$ cat config.mk
export PLATFORM = sky130hd
export DESIGN_NAME = vga_sync_gen
export DESIGN_NICKNAME = d
export VERILOG_FILES = /design/src/rtl/vga_pkg.sv /design/src/rtl/vga_sync_gen_pix_tick_div.sv /design/src/rtl/vga_sync_gen.sv
export SDC_FILE = /design/constraint.sdc
export NUM_CORES = 1
export LEC_CHECK = 0
export ABC_AREA = 1
export CORE_MARGIN = 4
export CORE_UTILIZATION = 40
export DETAILED_ROUTE_END_ITERATION = 7
export GPL_TIMING_DRIVEN = 0
export PLACE_DENSITY_LB_ADDON = 0.05
export SETUP_SLACK_MARGIN = 0.2
export SYNTH_ARGS = -nofsm -noshare
export SYNTH_HDL_FRONTEND = slang
export SYNTH_SLANG_ARGS = --single-unit
$ cat constraint.sdc
create_clock -name clk -period 1.8 [get_ports clk]
set_clock_uncertainty 0.05 [all_clocks]
set_input_delay 0.36 -clock clk [delete_from_list [all_inputs] [get_ports clk]]
set_output_delay 0.36 -clock clk [all_outputs]
set_load 0.02 [all_outputs]
$ cat src/rtl/vga_pkg.sv
// vga_pkg: shared constants for the pong video path.
//   Default 640x480@60 timing (H_*/V_*), derived totals, the coordinate
//   width used for pix_x/pix_y, and the RGB width shared with the graphics
//   stage. in_win() is a small helper for inclusive window decodes.
package vga_pkg;

  localparam int COORD_W = 10;
  localparam int RGB_W   = 3;

  localparam int H_DISPLAY_DEF = 640;
  localparam int H_FP_DEF      = 16;
  localparam int H_SYNC_DEF    = 96;
  localparam int H_BP_DEF      = 48;
  localparam int V_DISPLAY_DEF = 480;
  localparam int V_FP_DEF      = 10;
  localparam int V_SYNC_DEF    = 2;
  localparam int V_BP_DEF      = 33;

  localparam int H_TOTAL_DEF = H_DISPLAY_DEF + H_FP_DEF + H_SYNC_DEF + H_BP_DEF;
  localparam int V_TOTAL_DEF = V_DISPLAY_DEF + V_FP_DEF + V_SYNC_DEF + V_BP_DEF;

  // True when lo <= v <= hi.
  function automatic logic in_win(logic [COORD_W-1:0] v, int lo, int hi);
    return (int'(v) >= lo) && (int'(v) <= hi);
  endfunction

endpackage

$ cat src/rtl/vga_sync_gen_pix_tick_div.sv
// pix_tick_div: mod-CLK_DIV counter that produces the pixel-rate enable.
//   clk, rst (async, active-high) in; p_tick out, high for one clk when the
//   counter sits on its last value. With CLK_DIV=1 the counter never leaves
//   zero and p_tick is constantly high.
module pix_tick_div #(
  parameter int CLK_DIV = 2
) (
  input  logic clk,
  input  logic rst,
  output logic p_tick
);

  localparam int DW = (CLK_DIV > 1) ? $clog2(CLK_DIV) : 1;
  localparam logic [DW-1:0] LAST = DW'(CLK_DIV - 1);

  logic [DW-1:0] div_cnt;

  always_ff @(posedge clk or posedge rst) begin
    if (rst)                  div_cnt <= '0;
    else if (div_cnt == LAST) div_cnt <= '0;
    else                      div_cnt <= div_cnt + 1'b1;
  end

  assign p_tick = (div_cnt == LAST);

endmodule

$ cat src/rtl/vga_sync_gen.sv
// vga_sync_gen: VGA timing generator (640x480@60 by default).
//   clk, rst (async, active-high)
//   p_tick      pixel enable, one clk wide every CLK_DIV clks
//   pix_x/pix_y current pixel coordinates (0..H_TOTAL-1 / 0..V_TOTAL-1)
//   video_on    inside the visible window
//   hsync_n/vsync_n active-low sync pulses, registered
//   line_tick/frame_tick one-clk pulses on the last pixel of a line/frame
// Optional build macro VGA_SYNC_RGB_REG_EN adds rgb_in/rgb_out: the colour
// is registered once per pixel, and the syncs get a matching pixel-period
// delay so colour and sync stay aligned at the pins.
module vga_sync_gen import vga_pkg::*; #(
  parameter int CLK_DIV   = 2,
  parameter int H_DISPLAY = H_DISPLAY_DEF,
  parameter int H_FP      = H_FP_DEF,
  parameter int H_SYNC    = H_SYNC_DEF,
  parameter int H_BP      = H_BP_DEF,
  parameter int V_DISPLAY = V_DISPLAY_DEF,
  parameter int V_FP      = V_FP_DEF,
  parameter int V_SYNC    = V_SYNC_DEF,
  parameter int V_BP      = V_BP_DEF
) (
  input  logic               clk,
  input  logic               rst,
  output logic               p_tick,
  output logic [COORD_W-1:0] pix_x,
  output logic [COORD_W-1:0] pix_y,
  output logic               video_on,
  output logic               hsync_n,
  output logic               vsync_n,
  output logic               line_tick,
  output logic               frame_tick
`ifdef VGA_SYNC_RGB_REG_EN
  ,
  input  logic [RGB_W-1:0]   rgb_in,
  output logic [RGB_W-1:0]   rgb_out
`endif
);

  localparam int H_TOTAL = H_DISPLAY + H_FP + H_SYNC + H_BP;
  localparam int V_TOTAL = V_DISPLAY + V_FP + V_SYNC + V_BP;
  localparam int HS_LO   = H_DISPLAY + H_FP;
  localparam int HS_HI   = HS_LO + H_SYNC - 1;
  localparam int VS_LO   = V_DISPLAY + V_FP;
  localparam int VS_HI   = VS_LO + V_SYNC - 1;

  localparam logic [COORD_W-1:0] H_LAST = COORD_W'(H_TOTAL - 1);
  localparam logic [COORD_W-1:0] V_LAST = COORD_W'(V_TOTAL - 1);
  localparam logic [COORD_W-1:0] H_VIS  = COORD_W'(H_DISPLAY);
  localparam logic [COORD_W-1:0] V_VIS  = COORD_W'(V_DISPLAY);

  // Counters are fixed at 10 bits; reject timings that cannot fit.
  if (H_TOTAL > 1024 || V_TOTAL > 1024) begin : g_bad_total
    $error("vga_sync_gen: H_TOTAL/V_TOTAL must be <= 1024");
  end
  if (CLK_DIV < 1 || CLK_DIV > 16) begin : g_bad_div
    $error("vga_sync_gen: CLK_DIV must be in 1..16");
  end

  pix_tick_div #(.CLK_DIV(CLK_DIV)) u_div (
    .clk    (clk),
    .rst    (rst),
    .p_tick (p_tick)
  );

  logic [COORD_W-1:0] x_nxt, y_nxt;
  logic               hs_base, vs_base;

  always_comb begin
    x_nxt = pix_x;
    y_nxt = pix_y;
    if (p_tick) begin
      if (pix_x == H_LAST) begin
        x_nxt = '0;
        y_nxt = (pix_y == V_LAST) ? '0 : pix_y + 1'b1;
      end else begin
        x_nxt = pix_x + 1'b1;
      end
    end
  end

  // Syncs decode the next-state counters so the registered pulse lines up
  // with the registered coordinates on the same edge.
  always_ff @(posedge clk or posedge rst) begin
    if (rst) begin
      pix_x   <= '0;
      pix_y   <= '0;
      hs_base <= 1'b1;
      vs_base <= 1'b1;
    end else begin
      pix_x   <= x_nxt;
      pix_y   <= y_nxt;
      hs_base <= ~in_win(x_nxt, HS_LO, HS_HI);
      vs_base <= ~in_win(y_nxt, VS_LO, VS_HI);
    end
  end

  assign video_on   = (pix_x < H_VIS) && (pix_y < V_VIS);
  assign line_tick  = p_tick & (pix_x == H_LAST);
  assign frame_tick = line_tick & (pix_y == V_LAST);

`ifdef VGA_SYNC_RGB_REG_EN
  // Colour for pixel N appears while pixel N+1 is addressed; the syncs are
  // delayed by the same pixel period so the pins stay consistent.
  logic hs_d, vs_d;

  always_ff @(posedge clk or posedge rst) begin
    if (rst) begin
      hs_d    <= 1'b1;
      vs_d    <= 1'b1;
      rgb_out <= '0;
    end else if (p_tick) begin
      hs_d    <= hs_base;
      vs_d    <= vs_base;
      rgb_out <= video_on ? rgb_in : '0;
    end
  end

  assign hsync_n = hs_d;
  assign vsync_n = vs_d;
`else
  assign hsync_n = hs_base;
  assign vsync_n = vs_base;
`endif

endmodule

# Word-level counts from Yosys, hierarchy flattened
# Index checks and enable logic that the tools add are counted.
# op_classes
n_addsub	3
multipliers	0
div	0
n_lt_le_gt_ge	6
n_eq_ne	2
shifts	0
n_mux	6
bitwise_logic	4
reduce_logical	3
# op_table
cell	count
$mux W10	5
$add A10 B1 Y10 const B	2
$eq A10 B10 Y1 const B	2
$ge A10 B10 Y1 const B	1
$ge A10 B9 Y1 const B	1
$le A10 B10 Y1 const B	1
$le A10 B9 Y1 const B	1
$lt A10 B10 Y1 const B	1
$lt A10 B9 Y1 const B	1
$logic_and A1 B1 Y1	3
$and A1 B1 Y1	2
$not A1 Y1	2
$add A1 B1 Y1 const B	1
$mux W1	1
# word_totals
reg_bits	23
latch_bits	0
ramBits	0
rom_bits	0
out_inout_bits	26
word_cells	29
mem_count	0

# Depth between registers and ports, before layout
# logic_depth
word_depth	7
mapped_depth	13

# Modules after synthesis
# A second synthesis with hierarchy kept.
# hier_totals
hier_cells	189
hier_area_um2	1428.9
# by_module_without_submodules
mod	n_inst	cells_each	area_per_inst_um2	seq_area_each_um2
vga_sync_gen	1	186	1396.3	553.0
pix_tick_div	1	3	32.5	25.0

# Worst setup path after synthesis
# OpenSTA, ideal clock, no wires.
# synth_path
path_type	reg2out
startpoint	register pix_x[9]
endpoint	output video_on
t_arrival_ns	1.746
t_required_ns	1.390
setup_slack_ns	-0.356
path_stages_with_launch	4
cell_sequence	dfrtp_1 nand2_1 inv_1 a2111oi_0
# synth_between
elab_chain_len	2
# synth_rtl
item	line_no	rtl
start, declared	vga_sync_gen.sv:25	output logic [COORD_W-1:0] pix_x,
start signal, assigned	vga_sync_gen.sv:90	pix_x <= x_nxt;
$lt A10 B10 Y1	vga_sync_gen.sv:97	assign video_on = (pix_x < H_VIS) && (pix_y < V_VIS);
$logic_and A1 B1 Y1	vga_sync_gen.sv:97	
end, declared	vga_sync_gen.sv:27	output logic video_on,
# No other way between the ends.

# Worst setup path after layout
# layout_path
startpoint	register pix_x[1]
endpoint	output frame_tick
# layout_between
elab_chain_len	3
# layout_rtl
item	line_no	rtl
$eq A10 B10 Y1	vga_sync_gen.sv:98	assign line_tick = p_tick & (pix_x == H_LAST);
$and A1 B1 Y1	vga_sync_gen.sv:98	
$and A1 B1 Y1	vga_sync_gen.sv:99	assign frame_tick = line_tick & (pix_y == V_LAST);
end, declared	vga_sync_gen.sv:31	output logic frame_tick
# No other way between the ends.

==> reports/metrics.cfg <==
[status]
status = complete, but fails checks
violations = setup timing

[finish]
syn2layout_area_growth_pct = 51.2
final_area_sq_um = 2050
layoutNonFillerInstCount = 280
drive_above_1_share_pct = 37.7
fillCellCount = 282
nNetsFinal = 242
diodes = 0

[floorplanning]
dieHeight_um = 66.3
io_pins = 28
placementRows = 20
initial_utilization_pct = 43.1
placeableCoreArea_sq_um = 3150
dieWidth_um = 66.3
dieArea_sq_um = 4390

[timing]
rsz0062_at_grt = yes
post-route-min-period_ns = 1.94
finalHoldViolations = 0
max_slew_margin_pct = 39.7
finalSetupViolCount = 3
finalMaxSlewViolations = 0
worst_slew_pin_slew_ns = 0.903
worst_slack_ns = -0.141
fmax_mhz = 515
finalSetupTns_ns = -0.183
period_share_pct = 108

[job]
drv_cap = 0

[synth]
ys_warn_count = 0
synth_top_area_share_pct = 38.7
postSynthAreaPerCell_sq_um = 7.34
synth_nets = 190
ys.flop_type = dfrtp_1
synth_top_area_cell = dfrtp_1
synth_edf_count = 0
ys_ff_latch = 23
ys_async_sr_fraction_pct = 100
postSynthCellCount = 185
ys_seq_area_share_pct = 42.6
netlist_area_sq_um = 1360
synthTopCellsByArea = dfrtp_1 39%, nand2_1 16%, inv_1 8.8%, nand3_1 4.8%, nand4_1 4.1%
synth.distinct_cells = 29

[global_routing]
grt_max_degree = 24
grt_pass1_wl_um = 6110
grt-ovfl-total = 0
track_usage_pct = 18.0
antenna_found_initial = 0
first_global_vias = 1388

[routing]
totalWireLength_um = 3750
drt_iter0_markers = 60
vias_per_cell = 4.91
drc = 0
vias = 1376
avgRoutedWirePerCell_um = 13.4
drt_pre_antenna_iters = 4
detail-route-antenna-nets = 0

[placement]
placed_cell_area_sq_um = 1710
dpl.cell_count = 256
finalWeightedCongestion = 0.832
place_hpwl_um = 2370
port_buffers = 27
dpl_worst_slack_ns = -0.529

[clock_network]
clock_latency_ns = 0.31
cts_sinks = 23
h-tree-depth = 1
cts_hold_buffers = 0
clockBufferDepth = 2
cts_tree = done
root_buffer = clkbuf_4
path_clk_slew_ns = 0.13
numCtsBuffers = 3

[worst_setup_path]
worstPathRequired_ns = 1.39
crit_path_end_kind = output port
worstPathMaxFanout = 4
cpMaxStageDelayCell = dfrtp_2
cp_cell_sequence = ha_4 > nand2_4 > nor2_4 > inv_4 > nor2_8 > buf_8 > nand2_2 > inv_2 > buf_6
worstPathArrival_ns = 1.53
cp-start-kind = register
critical-path-max-stage-delay_ns = 0.41
path_class = register to output port

[power_and_ir_drop]
peakVddDrop_uv = 210
cellPowerDensity_nw_per_um2 = 376
leakage_uw = 0.00110
total_power_uw = 772

[min_path]
hold_path.class = input port to asynchronous set/reset pin

-- critical path: cells and delay by family (launching register included) --
family	cells	cell delay, ns
adder cells (fa/ha/maj)	1	0.15
buffers and inverters	4	0.32
flip-flops	1	0.41
AND/OR/NAND/NOR	4	0.32
-- power by group --
group	switching [uW]	internal [uW]
Clock	157	86.6
Combinational	10.3	2.01
Sequential	0	517
-- registers in the layout (all words and copies together) (netlist names) --
signal and cells:
hsync_n 1, vsync_n 1, pix_y 10, pix_x 10, u_div.p_tick 1
-- cells in the final DEF (no fill, tap or decap), types with 3 or more instances in the layout --
cell type and instances:
dfrtp_2 11, clkdlybuf4s15_1 3, nand2_1 51, nand4_1 9
clkbuf_2 3, nand3_1 9, dlygate4sd2_1 14, clkbuf_4 3
nand3_2 3, nor2_4 5, inv_1 25, o21ai_0 3
nor2_1 7, buf_4 17, nor2_2 5, ha_4 3
xor2_1 3, nand2_2 7, dfrtp_1 10, inv_2 7
buf_6 8
-- timing repair --
action	CTS	global route
setup buffers	14	6
pin swaps	9	12
gates resized for setup	70	47
endpoints found under the setup margin	30	21
-- logic make-up (layout without fill, tap and decap cells) --
family                   count (synthesis)  count (layout)  share of synthesized area, %
buffers and inverters                   37              88                          10.9
flip-flops                              23              23                          42.6
adder cells (fa/ha/maj)                  3               3                          2.77
AND/OR/NAND/NOR                        106             106                          35.8
AO/OA/AOI/OAI                           12              12                          5.44
XOR/XNOR                                 4               4                          2.58
-- synthesized netlist by cell type, types with 2 or more instances --
| library cell | number |
|---|---|
| a31oi_1 | 2 |
| dfrtp_1 | 21 |
| dfstp_2 | 2 |
| ha_1 | 3 |
| inv_1 | 32 |
| inv_2 | 2 |
| nand2_1 | 58 |
| nand3_1 | 13 |
| nand4_1 | 9 |
| nor2_1 | 14 |
| nor2_2 | 2 |
| nor3_1 | 4 |
| o21ai_0 | 3 |
| o21ai_1 | 2 |
| o21bai_1 | 2 |
| xor2_1 | 3 |
-- per-stage QoR --
stage | util [%] | hold WS [ns]
floorplan | - | 0.310
finish | 65.1 | 0.480
CTS | 60.1 | 0.520
detailed placement | 54.3 | 0.502
global placement | 54.3 | 0.500
global route | 65.1 | 0.584
-- cell type report --
class / instances / area [sq um] / share of cell area, %
tap: 44 / 55.1 / 2.68
sequential: 23 / 592 / 28.8
clock buffer: 4 / 26.3 / 1.28
multi-input combinational: 125 / 823 / 40.1
timing repair buffer: 47 / 400 / 19.5
buffer: 2 / 20.0 / 0.975
inverter: 35 / 136 / 6.64
-- worst paths after layout --
| kind | start | endpoint | slack [ns] | cells past startpoint |
|---|---|---|---|---|
| setup / recovery | pix_x[1]$_DFF_PP0_ | frame_tick | -0.14 | 9 |
| hold / removal | rst | pix_x[0]$_DFF_PP0_ | 0.48 | 2 |
| setup reg to reg | pix_x[1]$_DFF_PP0_ | vsync_n$_DFF_PP1_ | 0.08 | 14 |
| hold reg to reg | pix_x[2]$_DFF_PP0_ | pix_x[2]$_DFF_PP0_ | 0.56 | 2 |
| max in group asynchronous | rst | pix_x[9]$_DFF_PP0_ | 0.60 | 2 |
| min in group clk | pix_x[2]$_DFF_PP0_ | pix_x[2]$_DFF_PP0_ | 0.56 | 2 |
-- layer usage --
metal	vias to the layer above	GRT usage (%)	part of all wire (%)
li1	688	-	-
met5	-	0	0
met2	35	32.7	54
met3	6	2.38	3.6
met1	647	21.4	42
met4	0	6.09	1.1
Note: power is estimated with default switching activity, not from simulation.
